--- src/rtl/uart_tx_fifo.sv ---
// Buffered UART transmitter: byte stores are queued in a FIFO and serialised onto uart_tx.
// Define UART_TX_PARITY_EN to append an even-parity bit after the data bits.
module uart_tx_fifo #(
  parameter int CLK_DIV   = 1085,
  parameter int DEPTH     = 16,
  parameter int DATA_BITS = 8,
  parameter int STOP_BITS = 1
) (
  input  logic                     clk,
  input  logic                     rst,
  input  logic                     wr_en,
  input  logic [DATA_BITS-1:0]     wr_data,
  input  logic                     ovf_clr,
  output logic                     full,
  output logic                     empty,
  output logic [$clog2(DEPTH):0]   level,
  output logic                     busy,
  output logic                     overflow,
  output logic                     uart_tx
);

  localparam int PW = $clog2(DEPTH);
  localparam int LW = PW + 1;
  localparam int CW = $clog2(CLK_DIV);

`ifdef UART_TX_PARITY_EN
  typedef enum logic [2:0] {IDLE, START, DATA, PARITY, STOP} state_e;
`else
  typedef enum logic [1:0] {IDLE, START, DATA, STOP} state_e;
`endif

  logic [DATA_BITS-1:0] mem_q [DEPTH];
  logic [PW-1:0]        wr_ptr_q, wr_ptr_d, rd_ptr_q, rd_ptr_d;
  logic [LW-1:0]        level_q, level_d;
  logic                 ovf_q, ovf_d;
  state_e               state_q, state_d;
  logic [CW-1:0]        bit_q, bit_d;
  logic [3:0]           idx_q, idx_d;
  logic [DATA_BITS-1:0] shift_q, shift_d;
  logic                 tx_q, tx_d;
  logic                 push, pop, bit_last;
  logic [DATA_BITS-1:0] head;
`ifdef UART_TX_PARITY_EN
  logic                 par_q, par_d;
`endif

  assign full     = (level_q == LW'(DEPTH));
  assign empty    = (level_q == '0);
  assign level    = level_q;
  assign busy     = (state_q != IDLE);
  assign overflow = ovf_q;
  assign uart_tx  = tx_q;

  assign head     = mem_q[rd_ptr_q];
  assign bit_last = (bit_q == CW'(CLK_DIV - 1));

  // A write into a full FIFO is dropped even when a pop frees a slot this cycle.
  always_comb begin
    push     = wr_en && !full;
    wr_ptr_d = wr_ptr_q + PW'(push);
    rd_ptr_d = rd_ptr_q + PW'(pop);
    level_d  = level_q + LW'(push) - LW'(pop);
    ovf_d    = ovf_q;
    if (ovf_clr)       ovf_d = 1'b0;
    if (wr_en && full) ovf_d = 1'b1;
  end

  always_ff @(posedge clk) begin
    if (push) mem_q[wr_ptr_q] <= wr_data;
  end

  always_comb begin
    state_d = state_q;
    bit_d   = bit_q;
    idx_d   = idx_q;
    shift_d = shift_q;
    pop     = 1'b0;
`ifdef UART_TX_PARITY_EN
    par_d   = par_q;
`endif
    // Line is registered off the current state, so it trails the FSM by one cycle.
    case (state_q)
      START:   tx_d = 1'b0;
      DATA:    tx_d = shift_q[0];
`ifdef UART_TX_PARITY_EN
      PARITY:  tx_d = par_q;
`endif
      default: tx_d = 1'b1;
    endcase

    case (state_q)
      IDLE: begin
        if (!empty) begin
          pop     = 1'b1;
          shift_d = head;
`ifdef UART_TX_PARITY_EN
          par_d   = ^head;
`endif
          bit_d   = '0;
          state_d = START;
        end
      end
      START: begin
        bit_d = bit_q + CW'(1);
        if (bit_last) begin
          bit_d   = '0;
          idx_d   = '0;
          state_d = DATA;
        end
      end
      DATA: begin
        bit_d = bit_q + CW'(1);
        if (bit_last) begin
          bit_d   = '0;
          shift_d = shift_q >> 1;
          idx_d   = idx_q + 4'd1;
          if (idx_q == 4'(DATA_BITS - 1)) begin
            idx_d   = '0;
`ifdef UART_TX_PARITY_EN
            state_d = PARITY;
`else
            state_d = STOP;
`endif
          end
        end
      end
`ifdef UART_TX_PARITY_EN
      PARITY: begin
        bit_d = bit_q + CW'(1);
        if (bit_last) begin
          bit_d   = '0;
          idx_d   = '0;
          state_d = STOP;
        end
      end
`endif
      STOP: begin
        bit_d = bit_q + CW'(1);
        if (bit_last) begin
          bit_d = '0;
          idx_d = idx_q + 4'd1;
          if (idx_q == 4'(STOP_BITS - 1)) begin
            idx_d = '0;
            if (!empty) begin
              pop     = 1'b1;
              shift_d = head;
`ifdef UART_TX_PARITY_EN
              par_d   = ^head;
`endif
              state_d = START;
            end else begin
              state_d = IDLE;
            end
          end
        end
      end
      default: state_d = IDLE;
    endcase
  end

  always_ff @(posedge clk) begin
    if (rst) begin
      wr_ptr_q <= '0;
      rd_ptr_q <= '0;
      level_q  <= '0;
      ovf_q    <= 1'b0;
      state_q  <= IDLE;
      bit_q    <= '0;
      idx_q    <= '0;
      shift_q  <= '0;
      tx_q     <= 1'b1;
`ifdef UART_TX_PARITY_EN
      par_q    <= 1'b0;
`endif
    end else begin
      wr_ptr_q <= wr_ptr_d;
      rd_ptr_q <= rd_ptr_d;
      level_q  <= level_d;
      ovf_q    <= ovf_d;
      state_q  <= state_d;
      bit_q    <= bit_d;
      idx_q    <= idx_d;
      shift_q  <= shift_d;
      tx_q     <= tx_d;
`ifdef UART_TX_PARITY_EN
      par_q    <= par_d;
`endif
    end
  end

endmodule
--- config.mk ---
export PLATFORM = sky130hd
export DESIGN_NAME = uart_tx_fifo
export DESIGN_NICKNAME = d
export VERILOG_FILES = /design/src/rtl/uart_tx_fifo.sv
export SDC_FILE = /design/constraint.sdc
export NUM_CORES = 1
export LEC_CHECK = 0
export CAP_MARGIN = 0
export CORE_ASPECT_RATIO = 1.4
export CORE_MARGIN = 2
export CORE_UTILIZATION = 55
export DETAILED_ROUTE_END_ITERATION = 10
export HOLD_SLACK_MARGIN = 0.1
export PLACE_DENSITY = 0.75
export SLEW_MARGIN = 20
export SYNTH_ARGS = -nofsm -noshare
export SYNTH_HDL_FRONTEND = slang
export SYNTH_SLANG_ARGS = --single-unit
--- constraint.sdc ---
create_clock -name clk -period 2.7 [get_ports clk]
set_clock_uncertainty 0.05 [all_clocks]
set_input_delay 0.405 -clock clk [delete_from_list [all_inputs] [get_ports clk]]
set_output_delay 0.405 -clock clk [all_outputs]
set_load 0.01 [all_outputs]
---- After elaboration in Yosys (flattened, before gate mapping) ----
Memory sizes are Yosys's and may differ from the RTL's. A register that Yosys moved wholly into a read port is not among the register bits.
Index checks and enable logic that the tools add are counted.
operators by class
  mux-type cells .......................... 32
  equal/unequal tests ..................... 12
  $add $sub $neg .......................... 6
  reduce and logical (&&, ||, !) cells .... 14
operator list
  kind                     count
  $mux W8                  4
  $mux W4                  6
  $pmux W8 S3              1
  $mux W11                 2
  $pmux W11 S2             1
  $mux W2                  6
  $ne A2 B2 Y1 const B     6
  $pmux W4 S3              1
  $add A11 B1 Y11 const B  1
  $eq A11 B11 Y1 const B   1
  $add A4 B1 Y4            2
  $mux W1                  8
  $pmux W2 S4              1
  $reduce_and A4 Y1        2
  $reduce_and A6 Y1        1
  $reduce_bool A3 Y1       2
  $add A5 B1 Y5            1
  $eq A5 B5 Y1 const B     1
  $logic_not A5 Y1         1
  $sub A5 B1 Y5            1
  $add A4 B1 Y4 const B    1
  $eq A2 B2 Y1 const B     2
  $eq A4 B3 Y1 const B     1
  $logic_not A4 Y1         1
  other kinds (7)          10
storage, ports and cells
  bits in registers ....................... 40
  memories kept ........................... 1
  RAM bits ................................ 128
  logic and storage cells ................. 74
  input port bits ......................... 12
  output and inout port bits .............. 10
memory list
  name   words  width  rd ports  clocked after memory_dff  write ports  RTL line  text
  mem_q  16     8      1         1                         1            32        logic [DATA_BITS-1:0] mem_q [DEPTH];

---- Depth between registers and ports, before layout ----
  depth after elaboration ................. 7
  depth in mapped cells ................... 17
  depth with buffers taken out ............ 17

---- Worst setup path before layout ----
No wires, ideal clock.
  path kind ............................... reg-to-reg
  from .................................... register idx_q[0]
  to ...................................... register level_q[4], in the netlist level[4]
  slack ................................... -149 ps
  data required time ...................... 2,518 ps
  library setup time ...................... 132 ps
  path buffers ............................ 0
  period minus slack after synthesis ...... 2,849 ps
  arrival time ............................ 2,667 ps
  stages on the path, launching flop included .. 17
  cell sequence ........................... dfxtp_1 -> inv_1 -> ha_1 -> or3b_2 -> nor2_1 -> a21oi_1 -> nor3_1 -> ha_1 -> inv_1 -> ha_1 -> inv_1 -> fa_1 -> inv_1 -> a21oi_1 -> nor2_1 -> or3_1 -> a21oi_1
on the way
  cells in the longest elaborated chain, start to end .. 5
ends and longest elaborated chain
  item                    RTL line  text
  from (decl)             38        logic [3:0] idx_q, idx_d;
  from (signal assigned)  182       idx_q <= idx_d;
  $logic_not A4 Y1        142       if (idx_q == 4'(STOP_BITS - 1)) begin
  $mux W1                 142
  $mux W1                 139       if (bit_last) begin
  $pmux W1 S2             91        case (state_q)
  $sub A5 B1 Y5           62        level_d = level_q + LW'(push) - LW'(pop);
  to (signal assigned)    178       level_q <= level_d;
  to (decl)               34        logic [LW-1:0] level_q, level_d;
Every way passes these cells.
A chain may end at the register's enable or synchronous reset.

---- Final worst setup path ----
Same ends and word-level chain as after synthesis.

==> results.sh <==
export IMPL_outcome="finished with violations"
export IMPL_violations="setup timing"
export IMPL_finalSetupViolations=1
export IMPL_yosysMostFrequentCell="edfxtp_1"
export IMPL_ir_drop_mv=0.610
export IMPL_wirelength_um=16100
export IMPL_yosys_top_cells_count="128 x edfxtp_1, 40 x dfxtp_1, 40 x nor2_1"
export IMPL_r2r_end="level[4]$_SDFF_PP0_"
export IMPL_powerDensity_mw_per_mm2=928
export IMPL_die_x_um=101
export IMPL_worst_r2r_cell_count=16
export IMPL_pwr_share_clk_pct=31.2
export IMPL_worstMarginPinSlew_ns=0.746
export IMPL_synth_area_top_cells="edfxtp_1 53%, dfxtp_1 11%, mux4_2 5.0%, mux2i_1 4.6%, ha_1 3.5%"
export IMPL_startpoint_type="flop"
export IMPL_antenna_found_initial=0
export IMPL_drtIter0Drc=425
export IMPL_cp_required_ns=3.01
export IMPL_syn_to_final_growth_pct=20.0
export IMPL_core_rowCount=49
export IMPL_maxSlewHeadroom_pct=50.3
export IMPL_synth_edf_count=128
export IMPL_grt_usage_pct=24.0
export IMPL_power_leakage_nw=2.98
export IMPL_dp_hpwl_um=10500
export IMPL_antenna_left=0
export IMPL_grt_use_met1_pct=27.1
export IMPL_nNetsFinal=608
export IMPL_end_kind="flop"
export IMPL_drtPass1Iterations=5
export IMPL_p_sw_mw=2.48
export IMPL_slew_violations=0
export IMPL_via_count=4562
export IMPL_hold_class="reg -> reg"
export IMPL_async_flop_share_pct=0
export IMPL_cts_root_buf="clkbuf_16"
export IMPL_core_area_mm2=0.0129
export IMPL_regArea_mm2=0.00465
export IMPL_grt_ovfl_total=0
export IMPL_path_clk_slew_ns=0.07
export IMPL_busiest_layer="met2"
export IMPL_worstSkewPairLatency_ns=0.42
export IMPL_postCtsHoldBufs=0
export IMPL_port_buffers=21
export IMPL_yosysSeqAreaShare_pct=64.0
export IMPL_ys_flop_type="edfxtp_1"
export IMPL_drive_gt1_share_pct=23.9
export IMPL_cts_path_max_buffers=2
export IMPL_synth_distinct_cells=55
export IMPL_wl_per_cell_um=21.8
export IMPL_cap_violations=0
export IMPL_synthCells=502
export IMPL_critPathKind="reg -> reg"
export IMPL_fin_crit_ns=2.76
export IMPL_num_antenna_cells=0
export IMPL_seq_power_share_pct=38.8
export IMPL_fin_crit_sh_pct=102
export IMPL_num_fill_cells=874
export IMPL_synthesis_area_mm2=0.00725
export IMPL_pwr_share_comb_pct=30.0
export IMPL_drc=0
export IMPL_hold_path_startpoint="shift_q[7]$_SDFFE_PP0P_"
export IMPL_switching_share_pct=30.7
export IMPL_internal_power_mw=5.59
export IMPL_crit_fanout=2
export IMPL_die_y_um=140
export IMPL_grt_max_degree=37
export IMPL_yosysWarnings=0
export IMPL_place_congestion=0.857
export IMPL_multiInputGateArea_mm2=0.00252
export IMPL_yosysTopAreaCellShare_pct=53.0
export IMPL_min_to="shift_q[7]$_SDFFE_PP0P_"
export IMPL_post_place_ws_ns=-0.198
export IMPL_hold_depth=2
export IMPL_arrival_ns=3.08
export IMPL_cts_sinks=168
export IMPL_cts_buffers=17
export IMPL_tns_ns=-0.0647
export IMPL_groute_layer_met3_usage_pct=4.72
export IMPL_r2r_start="idx_q[0]$_SDFFE_PP0P_"
export IMPL_syn_avg_cell_area_um2=14.4
export IMPL_io_pins=22
export IMPL_yosys_register_bits=168
export IMPL_grt_pass1_vias=4694
export IMPL_cts_tree="yes"
export IMPL_htree_levels=4
export IMPL_syn_num_nets=535
export IMPL_die_area_mm2=0.0141
export IMPL_rsz0062_at_grt="true"
export IMPL_grt_util_met2_pct=43.5
export IMPL_hold_violations=0
export IMPL_post_drt_via_cell_ratio=6.16
export IMPL_initial_utilization_pct=56.3
export IMPL_max_freq_mhz=362
export IMPL_final_setup_worst_slack_ns=-0.0647
export IMPL_r2r_setup_slack_ns=-0.06
export IMPL_yosys_area_top_type="edfxtp_1"
export IMPL_grt_pass1_wl_um=25200
-- cells by family (layout without fill, tap and decap cells) --
| logic type | count (synthesis) | after routing | share of synthesized area [%] |
|---|---|---|---|
| flip-flops | 168 | 168 | 64.0 |
| AND/OR/NAND/NOR | 127 | 127 | 9.63 |
| AO/OA/AOI/OAI | 87 | 87 | 9.70 |
| multiplexers | 49 | 49 | 9.52 |
| buffers and inverters | 43 | 128 | 2.54 |
| adder cells (fa/ha/maj) | 21 | 21 | 3.73 |
| XOR/XNOR | 7 | 7 | 0.845 |
-- worst max-delay path, cell delays in order (launching register included) --
cell and delay (ns):
dfxtp_2 0.32, inv_2 0.08, ha_4 0.13, or3b_4 0.40
nor2_4 0.12, a21oi_2 0.06, nor3_2 0.23, ha_1 0.18
inv_2 0.04, ha_4 0.15, inv_2 0.05, fa_2 0.20
inv_2 0.04, a21oi_2 0.10, nor2_1 0.05, or3_1 0.36
a21oi_2 0.14
-- worst max path at each step --
stage	from	end	slack [ns]	depth (start not counted)
after global routing	idx_q[0]$_SDFFE_PP0P_	level[4]$_SDFF_PP0_	-0.18	16
after CTS	bit_q[1]$_SDFFE_PP0N_	level[4]$_SDFF_PP0_	-0.06	17
after global placement	idx_q[0]$_SDFFE_PP0P_	level[4]$_SDFF_PP0_	-0.12	16
after floorplan	idx_q[0]$_SDFFE_PP0P_	level[4]$_SDFF_PP0_	0.004	16
after detailed placement	idx_q[0]$_SDFFE_PP0P_	level[4]$_SDFF_PP0_	-0.20	16
final	idx_q[0]$_SDFFE_PP0P_	level[4]$_SDFF_PP0_	-0.06	16
-- flip-flops by register name, indices dropped and copies added (netlist names) --
signal,flops
overflow,1
rd_ptr_q,4
bit_q,11
idx_q,4
mem_q,128
uart_tx,1
shift_q,8
wr_ptr_q,4
level,5
state_q,2
-- power by group through the flow --
stage | clock network, mW | logic, mW | registers, mW
2_1_floorplan | 0 | 1.58 | 3.14
3_3_place_gp | 0 | 2.22 | 3.17
3_5_place_dp | 0 | 2.29 | 3.18
4_1_cts | 2.54 | 2.38 | 3.13
5_1_grt | 2.65 | 2.64 | 3.16
6_report | 2.52 | 2.42 | 3.13
-- final cells by class --
cell class	count	share of cell area, %
clock buffer	17	4.89
clock inverter	14	2.14
inverter	17	0.733
multi-input combinational	291	29.0
sequential	168	53.4
tap	153	2.20
timing repair buffer	80	7.65
-- per-stage QoR --
step           cells  total power, mW  utilization [%]  instance area [um2]  hold slack [ns]
6_report         740             8.07             67.6                 8700            0.424
5_1_grt          740             8.44             67.6                 8700            0.444
4_1_cts          737             8.05             67.3                 8660            0.423
3_5_place_dp     701             5.47             61.8                 7960            0.413
3_3_place_gp     701             5.39             61.8                 7960            0.394
2_1_floorplan    502             4.72                -                 7280            0.386
-- what timing repair did --
item | in CTS | in global routing
buffers inserted | 5 | 3
endpoints found under the setup margin | 3 | 3
resized for setup | 16 | 6
pin swaps | 8 | 8
-- cell usage in the layout, fill, tap and decap left out, types with 9 or more instances in the layout --
cell type        netlist  layout
inv_1                 16      10
nand2_1               18      18
mux2i_1               33      33
dfxtp_1               40      37
a221oi_1              23      23
a21oi_1               20      17
buf_4                  0      58
o21ai_0               10       9
edfxtp_1             128     128
clkbuf_16              0      17
nor2_1                40      39
ha_1                  20      17
nand3b_1              16      16
mux4_2                16      16
clkdlybuf4s50_1        0      21
-- per-layer routing --
metal,up-vias,routed length [um]
met5,-,0
met4,0,410
met3,32,731
met2,154,9110
met1,2278,5840
li1,2098,-
(Power assumes the default switching activity.)
